<file path="src/rtl/checkout_pkg.sv">
`default_nettype none
// ============================================================================
// Module      : checkout_pkg
// Description : Shared state encoding and UPC digit positions for checkout.
// Revision    : 1.0 - initial release
// ============================================================================
package checkout_pkg;

    typedef enum logic [1:0] {
        IDLE  = 2'd0,
        EVAL  = 2'd1,
        ALARM = 2'd2
    } state_t;

    localparam int UPC_U = 2;
    localparam int UPC_P = 1;
    localparam int UPC_C = 0;

endpackage
`default_nettype wire

</file>
<file path="src/rtl/upc_classify.sv">
`default_nettype none
// ============================================================================
// Module      : upc_classify
// Description : Combinational discount / stolen classification of one item.
// Revision    : 1.0 - initial release
// ============================================================================
module upc_classify
    import checkout_pkg::*;
(
    input  logic [2:0] upc,
    input  logic       mark,
    output logic       discounted,
    output logic       stolen
);

    logic w_u;
    logic w_p;
    logic w_c;

    assign w_u = upc[UPC_U];
    assign w_p = upc[UPC_P];
    assign w_c = upc[UPC_C];

    assign discounted = w_p | (w_u & w_c);
    assign stolen     = ~mark & ((~w_p & ~w_c) | (w_u & ~w_p));

endmodule
`default_nettype wire

</file>
<file path="src/rtl/checkout_controller.sv">
`default_nettype none
// ============================================================================
// Module      : checkout_controller
// Description : Scan capture, classification sequencing, tallies and alarm.
// Revision    : 1.0 - initial release
// ============================================================================
module checkout_controller
    import checkout_pkg::*;
#(
    parameter int CNT_W        = 4,
    parameter int ALARM_CYCLES = 8
) (
    input  logic             clk,
    input  logic             reset_n,
    input  logic             scan,
    input  logic [2:0]       upc,
    input  logic             mark,
    input  logic             ack_alarm,
    input  logic             clear,
    output logic             busy,
    output logic             discounted,
    output logic             stolen,
    output logic             alarm,
    output logic [CNT_W-1:0] item_count,
    output logic [CNT_W-1:0] discount_count,
    output logic [CNT_W-1:0] stolen_count
);

    localparam logic [7:0] c_timer_load = 8'(ALARM_CYCLES - 1);

    state_t           r_state;
    state_t           w_state_next;
    logic             r_scan_q;
    logic [2:0]       r_upc;
    logic             r_mark;
    logic [7:0]       r_timer;
    logic             r_discounted;
    logic             r_stolen;
    logic [CNT_W-1:0] r_item_count;
    logic [CNT_W-1:0] r_discount_count;
    logic [CNT_W-1:0] r_stolen_count;
    logic             w_scan_rise;
    logic             w_discounted;
    logic             w_stolen;

    assign w_scan_rise = scan & ~r_scan_q;

    upc_classify u_classify (
        .upc        (r_upc),
        .mark       (r_mark),
        .discounted (w_discounted),
        .stolen     (w_stolen)
    );

    function automatic logic [CNT_W-1:0] sat_inc(input logic [CNT_W-1:0] v,
                                                 input logic             en);
        if (en && (v != {CNT_W{1'b1}})) begin
            return v + {{(CNT_W-1){1'b0}}, 1'b1};
        end
        return v;
    endfunction

    always_ff @(posedge clk or negedge reset_n) begin
        if (!reset_n) begin
            r_state <= IDLE;
        end else begin
            r_state <= w_state_next;
        end
    end

    always_comb begin
        w_state_next = r_state;
        if (clear) begin
            w_state_next = IDLE;
        end else begin
            case (r_state)
                IDLE:    if (w_scan_rise) w_state_next = EVAL;
                EVAL:    w_state_next = w_stolen ? ALARM : IDLE;
                ALARM:   if ((r_timer == 8'd0) && ack_alarm) w_state_next = IDLE;
                default: w_state_next = IDLE;
            endcase
        end
    end

    // The alarm is exactly the ALARM state: it is entered and left on the same edges.
    always_comb begin
        busy  = (r_state != IDLE);
        alarm = (r_state == ALARM);
    end

    always_ff @(posedge clk or negedge reset_n) begin
        if (!reset_n) begin
            r_scan_q         <= 1'b0;
            r_upc            <= 3'b000;
            r_mark           <= 1'b0;
            r_timer          <= 8'd0;
            r_discounted     <= 1'b0;
            r_stolen         <= 1'b0;
            r_item_count     <= '0;
            r_discount_count <= '0;
            r_stolen_count   <= '0;
        end else begin
            r_scan_q <= scan;
            if (clear) begin
                r_timer          <= 8'd0;
                r_discounted     <= 1'b0;
                r_stolen         <= 1'b0;
                r_item_count     <= '0;
                r_discount_count <= '0;
                r_stolen_count   <= '0;
            end else begin
                case (r_state)
                    IDLE: begin
                        if (w_scan_rise) begin
                            r_upc  <= upc;
                            r_mark <= mark;
                        end
                    end
                    EVAL: begin
                        r_discounted     <= w_discounted;
                        r_stolen         <= w_stolen;
                        r_item_count     <= sat_inc(r_item_count, 1'b1);
                        r_discount_count <= sat_inc(r_discount_count, w_discounted);
                        r_stolen_count   <= sat_inc(r_stolen_count, w_stolen);
                        if (w_stolen) begin
                            r_timer <= c_timer_load;
                        end
                    end
                    ALARM: begin
                        if (r_timer != 8'd0) begin
                            r_timer <= r_timer - 8'd1;
                        end
                    end
                    default: ;
                endcase
            end
        end
    end

    assign discounted     = r_discounted;
    assign stolen         = r_stolen;
    assign item_count     = r_item_count;
    assign discount_count = r_discount_count;
    assign stolen_count   = r_stolen_count;

endmodule
`default_nettype wire

</file>
<file path="config.mk">
export PLATFORM = sky130hd
export DESIGN_NAME = checkout_controller
export DESIGN_NICKNAME = d
export VERILOG_FILES = /design/src/rtl/checkout_pkg.sv /design/src/rtl/upc_classify.sv /design/src/rtl/checkout_controller.sv
export SDC_FILE = /design/constraint.sdc
export NUM_CORES = 1
export LEC_CHECK = 0
export ABC_AREA = 0
export CAP_MARGIN = 5
export CORE_MARGIN = 2
export CORE_UTILIZATION = 58
export CTS_BUF_LIST = sky130_fd_sc_hd__clkbuf_2 sky130_fd_sc_hd__clkbuf_4 sky130_fd_sc_hd__clkbuf_8
export DETAILED_ROUTE_END_ITERATION = 10
export HOLD_SLACK_MARGIN = 0.12
export PLACE_DENSITY_LB_ADDON = 0.3
export SLEW_MARGIN = 10
export SYNTH_ARGS = -nofsm -noshare
export SYNTH_HDL_FRONTEND = slang
export SYNTH_SLANG_ARGS = --single-unit
</file>
<file path="constraint.sdc">
create_clock -name clk -period 4.7 [get_ports clk]
set_clock_uncertainty 0.05 [all_clocks]
set_input_delay 0.94 -clock clk [delete_from_list [all_inputs] [get_ports clk]]
set_output_delay 0.94 -clock clk [all_outputs]
set_load 0.005 [all_outputs]
</file>
Yosys cells after proc, flatten, opt, wreduce, memory -nomap -nowiden:

Index checks and enable logic that the tools add are counted.
Widths: inputs -> output; s select.

* flip-flop bits (word level): 29
* input bits: 9
* output and inout bits: 16
* word-level logic and storage cells: 87

* add/subtract/negate cells: 4
* eq/ne operators: 9
* multiplexer cells: 34
* bitwise logic cells: 12
* reductions and logical operators: 18

Operators by type and width (count)
* $mux 4: 12
* $mux 8: 3
* $pmux 8 s2: 1
* $mux 1: 13
* $add 4x1->4 const B: 3
* $ne 4x4->1 const B: 3
* $reduce_bool 2->1: 5
* $logic_not 8->1: 1
* $mux 2: 4
* $reduce_and 2->1: 4
* $reduce_bool 8->1: 1
* $sub 8x1->8 const B: 1
* $ne 3x2->1 const B: 2
* $ne 3x3->1 const B: 2
* $pmux 2 s3: 1
* $reduce_and 3->1: 2
* $and 1x1->1: 5
* $not 1->1: 5
* $logic_and 1x1->1: 3
* $reduce_bool 3->1: 1
* $eq 2x1->1 const B: 1
* $eq 2x2->1 const B: 1
* $logic_not 2->1: 1
* $or 1x1->1: 2

Logic depth before layout (Yosys ltp):

* depth in word-level cells: 11
* mapped depth: 6
* mapped depth without buffers: 6

Hierarchy:

From an unflattened synthesis, not the netlist that was laid out.

* cells, all modules: 141
* area total of the unflattened synthesis: 1498.9 um^2

Modules (own cells, without submodules)
* checkout_controller: times used 1, cells an instance 138, area an instance 1473.9 um^2, seq. area each 725.7 um^2
* upc_classify: times used 1, cells an instance 3, area an instance 25.0 um^2, seq. area each 0.0 um^2

Worst setup path after synthesis:

OpenSTA, ideal clock, no wires.

* path kind: input port to flip-flop
* start point: input port clear
* end point: register r_mark
* setup time: 0.125 ns
* data arrival time: 1.658 ns
* data required time: 4.525 ns
* slack: 2.867 ns
* cell stages on the path: 2
* buffers on the path: 0
* cells stage by stage: nor4b_4 > mux2_2

* word-level cells in the longest chain between the ends: 2

RTL lines
* start: declaration: RTL line checkout_controller.sv:19 `input logic clear,`
* $not 1->1 (no source line)
* $reduce_and 3->1 (no source line)
* end signal: assignment: RTL line checkout_controller.sv:116 `r_mark <= mark;`
* end: declaration: RTL line checkout_controller.sv:35 `logic r_mark;`

Every way passes these cells.
A chain may end at the register's enable or synchronous reset.

Final worst setup path:

* start point: input port clear
* end point: register r_upc[1]

* word-level cells in the longest chain between the ends: 2

RTL lines
* $not 1->1 (no source line)
* $reduce_and 3->1 (no source line)
* end signal: assignment: RTL line checkout_controller.sv:115 `r_upc <= upc;`
* end: declaration: RTL line checkout_controller.sv:34 `logic [2:0] r_upc;`

Every way passes these cells.

==> results.cfg <==
[routing]
drt_pass1_iterations = 4
dr.first_iter.drc_count = 20
ant_nets = 0
top_layer_used = met4
wl_met2_mm = 1.50
wl_met1_mm = 1.17
wl_per_cell_um = 14.8
routed-via-count = 1104
vias_per_cell = 5.75
wl_met3_um = 108
routed_wl_mm = 2.84
remaining_drc_errors = 0

[global_routing]
grt_pass1_vias = 1111
grt.overflow.total = 0
grt_pass1_wl_mm = 4.66
grt_max_degree = 30
grt_usage_pct = 22.5
antenna_found_initial = 0

[timing]
fmax_mhz = 375
tightest_slew_ps = 962
finalMaxSlewViolations = 0
period_share_pct = 56.7
setup_viol = 0
relSlewSlack_pct = 35.6
finalHoldViolations = 0
fin_crit_ps = 2660
rsz0062_at_grt = no
totalNegativeSetupSlack_ps = 0

[yosys]
synth_xor_area_share_pct = 3.54
synth_top_family_by_area = simple AND/OR/NAND/NOR gates
synth_top_area_share_pct = 48.9
yosys.area_share.adder_pct = 4.21
synth_seq_cells = 29
synthCells = 133
synth_nets = 147
synth_top_area_cell = dfrtp_1
post-synth-top-count-cell = dfrtp_1
yosys_warnings = 0
synth_edf_count = 0
synthesis.area_mm2 = 0.00149
ys_seq_area_share_pct = 48.9
synth_simple_gate_area_share_pct = 24.5
synth_cell_types = 38
synth_compound_area_share_pct = 9.86
synthFlopType = dfrtp_1
ys_async_sr_fraction_pct = 100
muxShareOfSynthArea_pct = 6.40
yosys-top-cells-count = 29 x dfrtp_1, 12 x nor2_1, 9 x a21oi_1, 8 x nand3_1, 7 x nor3_1
synth.area.top_cells = dfrtp_1 49%, ha_1 4.2%, mux2i_1 3.4%
syn_avg_cell_area_um2 = 11.2

[finish]
drive_gt1_share_pct = 15.4
nets = 175
n_antenna_cell = 0
layout.area.seq_um2 = 726
fin_cells = 192
multi_input_area_um2 = 721
syn_to_final_growth_pct = 21.3
nFillCells = 181

[critical_path]
crit_slowest_cell = clkdlybuf4s50_1
cp_num_cells = 3
critPathLaunchType = primary input
max_stage_delay_ps = 900
cp_max_fo = 24
endpoint_kind = register
crit_arrival_ps = 2820
crit_family = buffers and inverters
path_cells = clkdlybuf4s50_1 -> nor4b_4 -> mux2_2
required_ps = 4850
r2r_cells = 6
path_class = primary input to register
critical_path_buf_inv_count = 1

[clock_network]
cts_buffers = 5
cts_root_buffer = clkbuf_4
clk_latency_ps = 320
path_clk_slew_ps = 80
htreeDepth = 2
numClockSinks = 29
cts_tree = done
hold_buffers = 0
cts_setup_buffers = 0
clockBufferDepth = 2
post_cts_resized = 0

[floorplanning]
die_x_um = 54.6
die_area_mm2 = 0.00298
core_area_mm2 = 0.00245
core.rowCount = 18
chipHeight_um = 54.6
initial_core_util_pct = 60.5
io_pins = 25

[power]
p_sw_share_pct = 25.9
seq_power_share_pct = 57.0
p_int_mw = 0.357
ir_drop_mv = 0.271
power.density_mw_per_mm2 = 267
comb_power_share_pct = 13.0
switchingPower_mw = 0.125
leakage_nw = 0.768
power_frac_clock_pct = 30.0

[run]
drv_cap = 0

[place]
portBuffers = 24
dp_hpwl_mm = 2.05
placed_cells = 184
place_congestion = 0.713

[worst_hold_path]
hold_path_depth = 1
hold_class = register to register

[outcome]
status = completed
-- power by group through the flow --
stage | sequential, mW | clock, mW | combinational (mW)
floorplan | 0.276 | 0 | 0.0382
global placement | 0.277 | 0 | 0.0605
detailed placement | 0.279 | 0 | 0.0632
CTS | 0.274 | 0.151 | 0.0636
global route | 0.276 | 0.163 | 0.0703
finish | 0.275 | 0.144 | 0.0628
-- layout by cell type (no fill, tap or decap), types with 2 or more instances in the layout --
master / instances
nand3_1: 8
nor3_1: 7
nor2_1: 12
xnor2_1: 5
a21oi_1: 9
nor3_2: 4
clkbuf_4: 6
and2b_1: 2
and3_1: 3
nor3b_2: 2
nand2_1: 4
nand2b_1: 2
ha_1: 5
mux2i_1: 5
dfrtp_1: 29
a21o_1: 2
clkdlybuf4s50_1: 24
clkinv_2: 2
a31oi_1: 2
mux2_2: 4
inv_1: 4
a211oi_1: 4
-- flip-flops by register name, summed over array words and instances (netlist names) --
signal,cells
r_upc,3
stolen,1
discount_count,4
item_count,4
r_mark,1
r_state,2
stolen_count,4
r_timer,8
r_scan_q,1
discounted,1
-- worst paths after layout --
path	from	endpoint	slack (ps)
setup / recovery	clear	r_upc[1]$_DFFE_PN0P_	2040
hold / removal	r_scan_q$_DFF_PN0_	r_state[0]$_DFFE_PN0P_	440
setup reg to reg	r_timer[0]$_DFFE_PN0P_	r_timer[1]$_DFFE_PN0P_	2890
hold reg to reg	r_scan_q$_DFF_PN0_	r_state[0]$_DFFE_PN0P_	440
max in group asynchronous	reset_n	discount_count[3]$_DFFE_PN0P_	3390
min in group asynchronous	reset_n	discount_count[2]$_DFFE_PN0P_	940
-- per-layer routing --
| metal | vias to the layer above | global-route usage (%) |
|---|---|---|
| li1 | 542 | - |
| met1 | 531 | 24.9 |
| met5 | - | 0 |
| met2 | 24 | 38.9 |
| met3 | 7 | 5.46 |
| met4 | 0 | 12.9 |
-- layout make-up --
class                      count  share of cell area (%)
clock buffer                   6                    2.50
multi-input combinational     96                    40.0
tap                           30                    2.08
inverter                       4                   0.833
clock inverter                 2                   0.556
sequential                    29                    40.3
timing repair buffer          25                    13.8
-- kinds of logic after synthesis --
group                    Yosys count
adder cells (fa/ha/maj)            5
XOR/XNOR                           6
AND/OR/NAND/NOR                   54
buffers and inverters              8
AO/OA/AOI/OAI                     22
multiplexers                       9
flip-flops                        29
-- metrics by stage --
step	hold slack [ps]	worst slack [ps]	area (um2)	utilization, %	total power, mW
2_1_floorplan	414	2870	1490	-	0.314
3_3_place_gp	421	1740	1750	71.2	0.338
3_5_place_dp	428	1700	1750	71.2	0.342
4_1_cts	442	2040	1800	73.4	0.489
5_1_grt	457	1920	1800	73.4	0.509
6_report	439	2040	1800	73.4	0.482
Note: power is estimated with default switching activity, not from simulation.
